**config.mk**
```make
export PLATFORM = sky130hd
export DESIGN_NAME = cpu_sequencer_flat
export DESIGN_NICKNAME = d
export VERILOG_FILES = /design/src/rtl/cpu_sequencer_if.sv /design/src/rtl/cpu_sequencer.sv /design/src/flat_wrapper.sv
export SDC_FILE = /design/constraint.sdc
export NUM_CORES = 1
export LEC_CHECK = 0
export ABC_AREA = 1
export CAP_MARGIN = 0
export CORE_MARGIN = 2
export CORE_UTILIZATION = 46
export CTS_BUF_LIST = sky130_fd_sc_hd__clkbuf_8
export CTS_CLUSTER_DIAMETER = 60
export CTS_CLUSTER_SIZE = 28
export DETAILED_ROUTE_END_ITERATION = 8
export GPL_TIMING_DRIVEN = 1
export PLACE_DENSITY = 0.88
export SYNTH_ARGS = -nofsm -noshare
export SYNTH_HDL_FRONTEND = slang
export SYNTH_SLANG_ARGS = --single-unit
export TNS_END_PERCENT = 100
```
**constraint.sdc**
```tcl
create_clock -name clk -period 1.8 [get_ports clk]
set_input_delay 0.36 -clock clk [delete_from_list [all_inputs] [get_ports clk]]
set_output_delay 0.36 -clock clk [all_outputs]
set_load 0.005 [all_outputs]
```
**src/rtl/cpu_sequencer_if.sv**
```systemverilog
// Bus between the CPU sequencer and the surrounding datapath: RAM read data and ALU flags in,
// instruction register, program counter, state and datapath strobes out.
interface cpu_sequencer_if #(
  parameter int PC_WIDTH = 16
);
  logic                enable;
  logic [31:0]         data_out;
  logic [3:0]          flags;
  logic [31:0]         instruction;
  logic [PC_WIDTH-1:0] PC_out;
  logic [1:0]          current_state;
  logic                ram_enable;
  logic                addr_sel;
  logic                reg_write;
  logic                flag_write;
  logic                mem_write;

  // Sequencer side
  modport master (
    input  enable, data_out, flags,
    output instruction, PC_out, current_state,
    output ram_enable, addr_sel, reg_write, flag_write, mem_write
  );

  // Datapath / RAM side
  modport slave (
    output enable, data_out, flags,
    input  instruction, PC_out, current_state,
    input  ram_enable, addr_sel, reg_write, flag_write, mem_write
  );
endinterface

```
**src/rtl/cpu_sequencer.sv**
```systemverilog
// Multi-cycle FETCH/DECODE/EXECUTE/MEM sequencer: owns PC and instruction register and
// issues the RAM, register-bank, flag and store strobes from state plus the registered instruction.
module cpu_sequencer #(
  parameter int                  PC_WIDTH = 16,
  parameter logic [PC_WIDTH-1:0] RESET_PC = '0
) (
  input logic             clk,
  input logic             reset,
  cpu_sequencer_if.master bus
);

  localparam logic [1:0] FETCH   = 2'b00;
  localparam logic [1:0] DECODE  = 2'b01;
  localparam logic [1:0] EXECUTE = 2'b10;
  localparam logic [1:0] MEM     = 2'b11;

  localparam logic [31:0] NOP_WORD = 32'h0F00_0000;

  logic [1:0]          state_reg, state_next;
  logic [PC_WIDTH-1:0] pc_reg, pc_next;
  logic [31:0]         ir_reg, ir_next;

  logic [3:0]  op_code;
  logic [3:0]  cond;
  logic        s_bit;
  logic [15:0] imm;

  assign op_code = ir_reg[27:24];
  assign cond    = ir_reg[31:28];
  assign s_bit   = ir_reg[23];
  assign imm     = ir_reg[18:3];

  // One-hot decode of the defined opcodes; 1100-1110 and 1111 fall through as NOP.
  logic [11:0] op_hot;
  generate
    for (genvar gi = 0; gi < 12; gi++) begin : g_op_decode
      assign op_hot[gi] = (op_code == 4'(gi));
    end
  endgenerate

  logic is_alu, is_cmp, is_ldr, is_str, is_b;
  assign is_alu = |op_hot[7:0];
  assign is_cmp = op_hot[8];
  assign is_ldr = op_hot[9];
  assign is_str = op_hot[10];
  assign is_b   = op_hot[11];

  // flags = {N, Z, C, V}
  logic branch_taken;
  always_comb begin
    branch_taken = 1'b0;
    case (cond)
      4'b0000: branch_taken = 1'b1;
      4'b0001: branch_taken = bus.flags[2];
      4'b0010: branch_taken = ~bus.flags[2] & (bus.flags[3] == bus.flags[0]);
      default: branch_taken = 1'b0;
    endcase
  end

  always_comb begin
    state_next = state_reg;
    pc_next    = pc_reg;
    ir_next    = ir_reg;
    case (state_reg)
      FETCH: begin
        if (bus.enable) begin
          ir_next    = bus.data_out;
          pc_next    = pc_reg + PC_WIDTH'(1);
          state_next = DECODE;
        end
      end
      DECODE: begin
        state_next = EXECUTE;
      end
      EXECUTE: begin
        if (is_b && branch_taken) begin
          pc_next = PC_WIDTH'(imm);
        end
        state_next = (is_ldr || is_str) ? MEM : FETCH;
      end
      default: begin
        state_next = FETCH;
      end
    endcase
  end

  always_ff @(posedge clk or negedge reset) begin
    if (!reset) begin
      state_reg <= FETCH;
      pc_reg    <= RESET_PC;
      ir_reg    <= NOP_WORD;
    end else begin
      state_reg <= state_next;
      pc_reg    <= pc_next;
      ir_reg    <= ir_next;
    end
  end

  logic in_fetch, in_execute, in_mem;
  assign in_fetch   = (state_reg == FETCH);
  assign in_execute = (state_reg == EXECUTE);
  assign in_mem     = (state_reg == MEM);

  // The fetch enable is qualified by reset so the RAM strobe stays low while reset is held.
  assign bus.ram_enable = (in_fetch & bus.enable & reset) | in_mem;
  assign bus.reg_write  = (in_execute & is_alu) | (in_mem & is_ldr);
  assign bus.flag_write = in_execute & ((is_alu & s_bit) | is_cmp);
  assign bus.mem_write  = in_mem & is_str;

  // Register/flag writebacks in EXECUTE also steer the address mux away from the PC,
  // so no write strobe is ever seen together with addr_sel=0.
  assign bus.addr_sel = in_mem | (in_execute & (is_alu | is_cmp));

  assign bus.instruction   = ir_reg;
  assign bus.PC_out        = pc_reg;
  assign bus.current_state = state_reg;

endmodule

```
**src/flat_wrapper.sv**
```systemverilog
// flat-port wrapper written by rule: the top's interface ports become plain ports
module cpu_sequencer_flat 
#(
  parameter int                  PC_WIDTH = 16,
  parameter logic [PC_WIDTH-1:0] RESET_PC = '0
)
  (clk, reset, bus_enable, bus_data_out, bus_flags, bus_instruction, bus_PC_out, bus_current_state, bus_ram_enable, bus_addr_sel, bus_reg_write, bus_flag_write, bus_mem_write);
  cpu_sequencer_if #(.PC_WIDTH(PC_WIDTH)) bus_i ();
  input logic clk;
  input logic reset;
  input wire logic [$bits(bus_i.enable)-1:0] bus_enable;
  input wire logic [$bits(bus_i.data_out)-1:0] bus_data_out;
  input wire logic [$bits(bus_i.flags)-1:0] bus_flags;
  output wire logic [$bits(bus_i.instruction)-1:0] bus_instruction;
  output wire logic [$bits(bus_i.PC_out)-1:0] bus_PC_out;
  output wire logic [$bits(bus_i.current_state)-1:0] bus_current_state;
  output wire logic [$bits(bus_i.ram_enable)-1:0] bus_ram_enable;
  output wire logic [$bits(bus_i.addr_sel)-1:0] bus_addr_sel;
  output wire logic [$bits(bus_i.reg_write)-1:0] bus_reg_write;
  output wire logic [$bits(bus_i.flag_write)-1:0] bus_flag_write;
  output wire logic [$bits(bus_i.mem_write)-1:0] bus_mem_write;
  assign bus_i.enable = bus_enable;
  assign bus_i.data_out = bus_data_out;
  assign bus_i.flags = bus_flags;
  assign bus_instruction = bus_i.instruction;
  assign bus_PC_out = bus_i.PC_out;
  assign bus_current_state = bus_i.current_state;
  assign bus_ram_enable = bus_i.ram_enable;
  assign bus_addr_sel = bus_i.addr_sel;
  assign bus_reg_write = bus_i.reg_write;
  assign bus_flag_write = bus_i.flag_write;
  assign bus_mem_write = bus_i.mem_write;
  cpu_sequencer #(.PC_WIDTH(PC_WIDTH), .RESET_PC(RESET_PC)) u_core (.clk(clk), .reset(reset), .bus(bus_i));
endmodule
```
Yosys cells after proc, flatten, opt, wreduce, memory -nomap -nowiden

Index checks and enable logic that the tools add are counted.

Output and inout bits: 55
Bits in registers: 50
Bits of input ports: 39

Multiplexer cells: 7
Equality and inequality tests: 19
Add/subtract/negate cells: 1
Reductions and logical operators: 9
Bitwise operators: 15

Operators by type and width:

| kind                                           | number |
|---|---|
| two-way mux 16 bit                             | 2 |
| case mux 16 bit (2 select lines)               | 1 |
| adder 16 x 1 -> 16 bit (second input constant) | 1 |
| == test 4 x 3 -> 1 bit (second input constant) | 4 |
| == test 4 bit (second input constant)          | 4 |
| == test 4 x 2 -> 1 bit (second input constant) | 3 |
| AND 1 bit                                      | 9 |
| == test 4 x 1 -> 1 bit (second input constant) | 2 |
| logical NOT 4 bit                              | 2 |
| OR reduction 8 bit                             | 1 |
| case mux 2 bit (3 select lines)                | 1 |
| bitwise OR 1 bit                               | 5 |
| == test 2 bit (second input constant)          | 2 |
| two-way mux 2 bit                              | 2 |
| != test 2 bit (second input constant)          | 2 |
| case mux 1 bit (3 select lines)                | 1 |
| AND reduction 3 bit                            | 1 |
| == test 2 x 1 -> 1 bit (second input constant) | 1 |
| logical NOT 2 bit                              | 1 |
| AND reduction 2 bit                            | 1 |
| nonzero test 2 bit                             | 1 |
| == test 1 bit                                  | 1 |
| logical AND 1 bit                              | 1 |
| logical OR 1 bit                               | 1 |
| NOT 1 bit                                      | 1 |

Longest topological paths before layout

Gate-level depths: netlist of run 1.

Depth in word-level cells: 6
Depth in mapped cells: 10

Least setup slack after synthesis of run 1

No wires, ideal clock.

Path kind: register to output
Start: reg u_core.ir_reg[27] (netlist: u_core.bus.instruction[27])
End: out bus_addr_sel
Slack: 471 ps
Data required time: 1440 ps
Path buffers: 0
Arrival time: 969 ps
Stages on the path, launching flop included: 5
Cells stage by stage: dfstp_2 inv_1 nor2_1 nand3_1 a31oi_1

Word-level cells in the longest chain between the ends: 5
Elaborated cells between the ends (all ways): 13

RTL lines:

| item                                           | RTL line             | source |
|---|---|---|
| from (decl)                                    | cpu_sequencer.sv:21  | `logic [31:0] ir_reg, ir_next;` |
| from (signal assigned)                         | cpu_sequencer.sv:95  | `ir_reg <= ir_next;` |
| == test 4 x 1 -> 1 bit (tied with other cells) | cpu_sequencer.sv:37  | `assign op_hot[gi] = (op_code == 4'(gi));` |
| OR reduction 8 bit                             | cpu_sequencer.sv:42  | `assign is_alu = \|op_hot[7:0];` |
| bitwise OR 1 bit *                             | cpu_sequencer.sv:112 | `assign bus.addr_sel = in_mem \| (in_execute & (is_alu \| is_cmp));` |
| AND 1 bit *                                    | cpu_sequencer.sv:112 |  |
| bitwise OR 1 bit *                             | cpu_sequencer.sv:112 |  |
| to (decl)                                      | flat_wrapper.sv:18   | `output wire logic [$bits(bus_i.addr_sel)-1:0] bus_addr_sel;` |

Every way passes the cells marked *; elsewhere a longest branch is shown, timed or not.

Worst setup path in the final report of run 1

Start: reg u_core.ir_reg[27] (netlist: u_core.bus.instruction[27])
End: out bus_reg_write

Word-level cells in the longest chain between the ends: 4
Elaborated cells between the ends (all ways): 13

RTL lines:

| item                                           | RTL line             | source |
|---|---|---|
| == test 4 x 1 -> 1 bit (tied with other cells) | cpu_sequencer.sv:37  |  |
| OR reduction 8 bit                             | cpu_sequencer.sv:42  |  |
| AND 1 bit                                      | cpu_sequencer.sv:106 | `assign bus.reg_write = (in_execute & is_alu) \| (in_mem & is_ldr);` |
| bitwise OR 1 bit *                             | cpu_sequencer.sv:106 |  |
| to (decl)                                      | flat_wrapper.sv:19   | `output wire logic [$bits(bus_i.reg_write)-1:0] bus_reg_write;` |

Marked as above.

==> results.py, run 1 <==
metrics = {
    "outcome": {
        "status": "complete, but fails checks",
        "violations": "negative setup slack",
    },
    "timing": {
        "slew_violations": 0,
        "skew_ps": 11.7,
        "timing.final.crit_share_pct": 106,
        "setup_viol": 4,
        "fin_ws_ps": -116,
        "max_slew.worst_pin.slew_ps": 653,
        "hold_viol": 0,
        "slew_headroom_pct": 56.4,
        "min_period_ps": 1920,
        "rsz0062_at_grt": "yes",
        "fmax_ghz": 0.522,
    },
    "job": {
        "maxCapViolations": 0,
    },
    "grt": {
        "grt_max_degree": 51,
        "grt_pass1_wl_mm": 11.9,
        "grt_pass1_vias": 2624,
        "overflow": 0,
        "antenna_found_initial": 0,
        "grt_usage_pct": 24.4,
    },
    "layout": {
        "nets": 475,
        "instances_no_fill": 508,
        "final_util_pct": 69.4,
        "diodes": 0,
        "syn_to_final_growth_pct": 46.2,
        "drive_gt1_share_pct": 17.0,
    },
    "worst_setup_path": {
        "worstSetupStartpointType": "flip-flop",
        "crit_path_max_fanout": 2,
        "end_kind": "output port",
        "worstPathRequired_ps": 1440,
        "cp_data_arrival_time_ps": 1560,
        "worstSetupPathType": "reg2out",
    },
    "floorplan": {
        "die-area_um2": 6300,
        "die_x_um": 79.4,
        "start_util_pct": 47.5,
        "coreArea_um2": 5510,
        "die_h_um": 79.4,
        "row_count": 27,
        "pin_count": 94,
    },
    "clock_tree": {
        "cts_max_path_buffers": 2,
        "cts_tree": "yes",
        "cts_buffers": 5,
        "clk_pin_slew_ps": 90,
        "htree_levels": 2,
        "cts_sinks": 50,
        "root_buffer": "clkbuf_8",
        "hold_buffers": 0,
        "insertion_delay_ps": 310,
    },
    "pwr": {
        "p_per_area_nw_per_um2": 1600,
        "ir_worst_vdd_mv": 1.01,
        "p_leak_nw": 1.79,
    },
    "placement": {
        "dp_slack_ps": -238,
        "portBuffers": 92,
        "placedCellCount": 492,
        "dp_hpwl_mm": 5.29,
        "routabilityCongestion": 0.845,
    },
    "yosys": {
        "ys.warnings.count": 0,
        "synthesis.area_um2": 2620,
        "avgSynthCellArea_um2": 8.02,
        "postSynthCellCount": 326,
        "synthDistinctLibCells": 29,
        "synth_fp_nets": 366,
        "ys_ff_latch": 50,
        "ys_seq_area_share_pct": 48.0,
    },
    "drt": {
        "postRouteWirelength_mm": 7.41,
        "dr.first_iter.drc_count": 235,
        "ant_nets": 0,
        "routed_via_density": 5.13,
        "drc_errors": 0,
        "drt_pass1_iterations": 4,
        "wl_per_cell_um": 14.6,
        "num_vias": 2605,
    },
    "worst_hold_path": {
        "hp-class": "in2async",
    },
}
[layout by cell type, fill, tap and decap left out]
cell type        netlist  layout
a21oi_1               16      15
a21oi_2                0       1
a31oi_1                3       2
a31oi_4                0       1
buf_2                  5       5
buf_4                  3      16
buf_6                  1       3
clkbuf_8               1       5
clkdlybuf4s50_1        0      84
clkinv_2               0       2
clkinvlp_2             0       1
clkinvlp_4             0       1
dfrtp_1               46      45
dfrtp_2                0       1
dfstp_2                4       4
dlygate4sd2_1          0       2
dlymetal6s2s_1         0       1
ha_1                   1       1
inv_1                 38      37
inv_2                  2       4
mux2_1                 1       1
mux2_2                16      16
nand2_1               86      85
nand2_2                3       4
nand3_1               30      28
nand3_2                2       4
nand3b_1               1       1
nand4_1                5       5
nor2_1                37      35
nor2_2                 3       4
nor2_4                 0       1
nor3_4                 0       1
o211ai_1               1       1
o21ai_0               14      13
o21ai_1                1       2
o21bai_1               1       1
o22ai_1                2       2
xor2_1                 1       1
[worst paths after layout]
kind                                        startpoint                           to  slack [ps]  cells past startpoint
setup / recovery            u_core.bus.instruction[27]                bus_reg_write        -120                      6
hold / removal                                   reset    u_core.bus.instruction[1]         170                      2
setup reg to reg           u_core.bus.current_state[0]         u_core.bus.PC_out[9]         160                      8
hold reg to reg              u_core.bus.instruction[2]    u_core.bus.instruction[2]         510                      1
max in group asynchronous                        reset  u_core.bus.current_state[1]        1160                      2
min in group clk             u_core.bus.instruction[2]    u_core.bus.instruction[2]         510                      1
[timing repair]
| item | 4_1_cts | 5_1_grt |
|---|---|---|
| buffers inserted | 7 | 0 |
| setup endpoints to repair | 6 | 16 |
| resized for setup | 26 | 11 |
| pin swaps | 6 | 6 |
| cloned | 0 | 1 |
[power breakdown]
group          leakage, nW  switching (mW)  internal, mW
logic                 1.15            1.47          1.77
registers            0.586           0.530          1.70
clock network       0.0491           0.378         0.265
[cells by family (layout without fill, tap and decap cells)]
| group | count (synthesis) | after routing | synth area share (%) |
|---|---|---|---|
| and+or+nand+nor | 168 | 168 | 27.5 |
| AOI/OAI and AO/OA | 38 | 38 | 7.70 |
| adders and majority gates | 1 | 1 | 0.478 |
| xor gates and xnor gates | 1 | 1 | 0.335 |
| DFF | 50 | 50 | 48.0 |
| muxes | 17 | 17 | 7.32 |
| buffers and inverters | 51 | 161 | 8.66 |
[area by class of cell]
cell class	count	area, µm²
clock inverters	3	13.8
fillers	407	1680
inverters	41	158
clock buffers	5	68.8
well taps	72	90.1
repair buffers	111	1050
repair inverters	1	5.00
flip-flops and latches	50	1260
multi-input cells	225	1180
[critical path, stage by stage (launching register included)]
cell     delay [ps]
dfstp_2         550
inv_2            50
buf_6           110
nor3_4          160
nand2_2         100
o22ai_1         130
buf_2           140
[flip-flops by register name (all words and copies together), names as in the netlist]
signal and count:
u_core.bus.current_state 2, u_core.bus.instruction 32, u_core.bus.PC_out 16
[layer usage]
layer  track usage (%)  vias to the layer above  wire [µm]
li1                  -                     1267          -
met1              29.9                     1225       3030
met2              41.4                       99       3670
met3              6.90                       14        545
met4              8.45                        0        168
met5                 0                        -          0
[per-stage QoR]
stage          hold slack (ps)  power (mW)  instance area [µm²]  TNS [ps]
6_report                   171        6.11                 3820      -277
5_1_grt                    235        6.54                 3820      -437
4_1_cts                    205        6.03                 3790      -333
3_5_place_dp               483        5.26                 3640      -935
3_3_place_gp               478        5.14                 3640      -285
2_1_floorplan             64.4        3.57                 2620         0
[synth_stat cells, drive strengths merged]
| library cell | number | area share [%] |
|---|---|---|
| buf | 9 | 2.2 |
| dfrtp | 46 | 44 |
| o21bai | 1 | 0.29 |
| a21oi | 16 | 3.1 |
| dfstp | 4 | 4.0 |
| mux2 | 17 | 7.3 |
| ha | 1 | 0.48 |
| o22ai | 2 | 0.48 |
| o21ai | 15 | 2.9 |
| nor2 | 40 | 6.0 |
| nor3 | 1 | 0.38 |
| clkinv | 1 | 0.14 |
| nand2 | 89 | 13 |
| a31oi | 3 | 0.72 |
| clkbuf | 1 | 0.53 |
| nand3b | 1 | 0.29 |
| o211ai | 1 | 0.29 |
| nand3 | 32 | 6.5 |
| xor2 | 1 | 0.33 |
| inv | 40 | 5.7 |
| nand4 | 5 | 1.2 |
Note: power is estimated with default switching activity, not from simulation.
==> inputs of run 2 (changes only) <==
--- a/config.mk
+++ b/config.mk
@@ -10,7 +10,7 @@
 export CORE_MARGIN = 2
 export CORE_UTILIZATION = 46
 export CTS_BUF_LIST = sky130_fd_sc_hd__clkbuf_8
-export CTS_CLUSTER_DIAMETER = 60
+export CTS_CLUSTER_DIAMETER = 40
 export CTS_CLUSTER_SIZE = 28
 export DETAILED_ROUTE_END_ITERATION = 8
 export GPL_TIMING_DRIVEN = 1
==> results of run 2 <==
The final DEF is identical to that of run 1; final timing and power are the same.
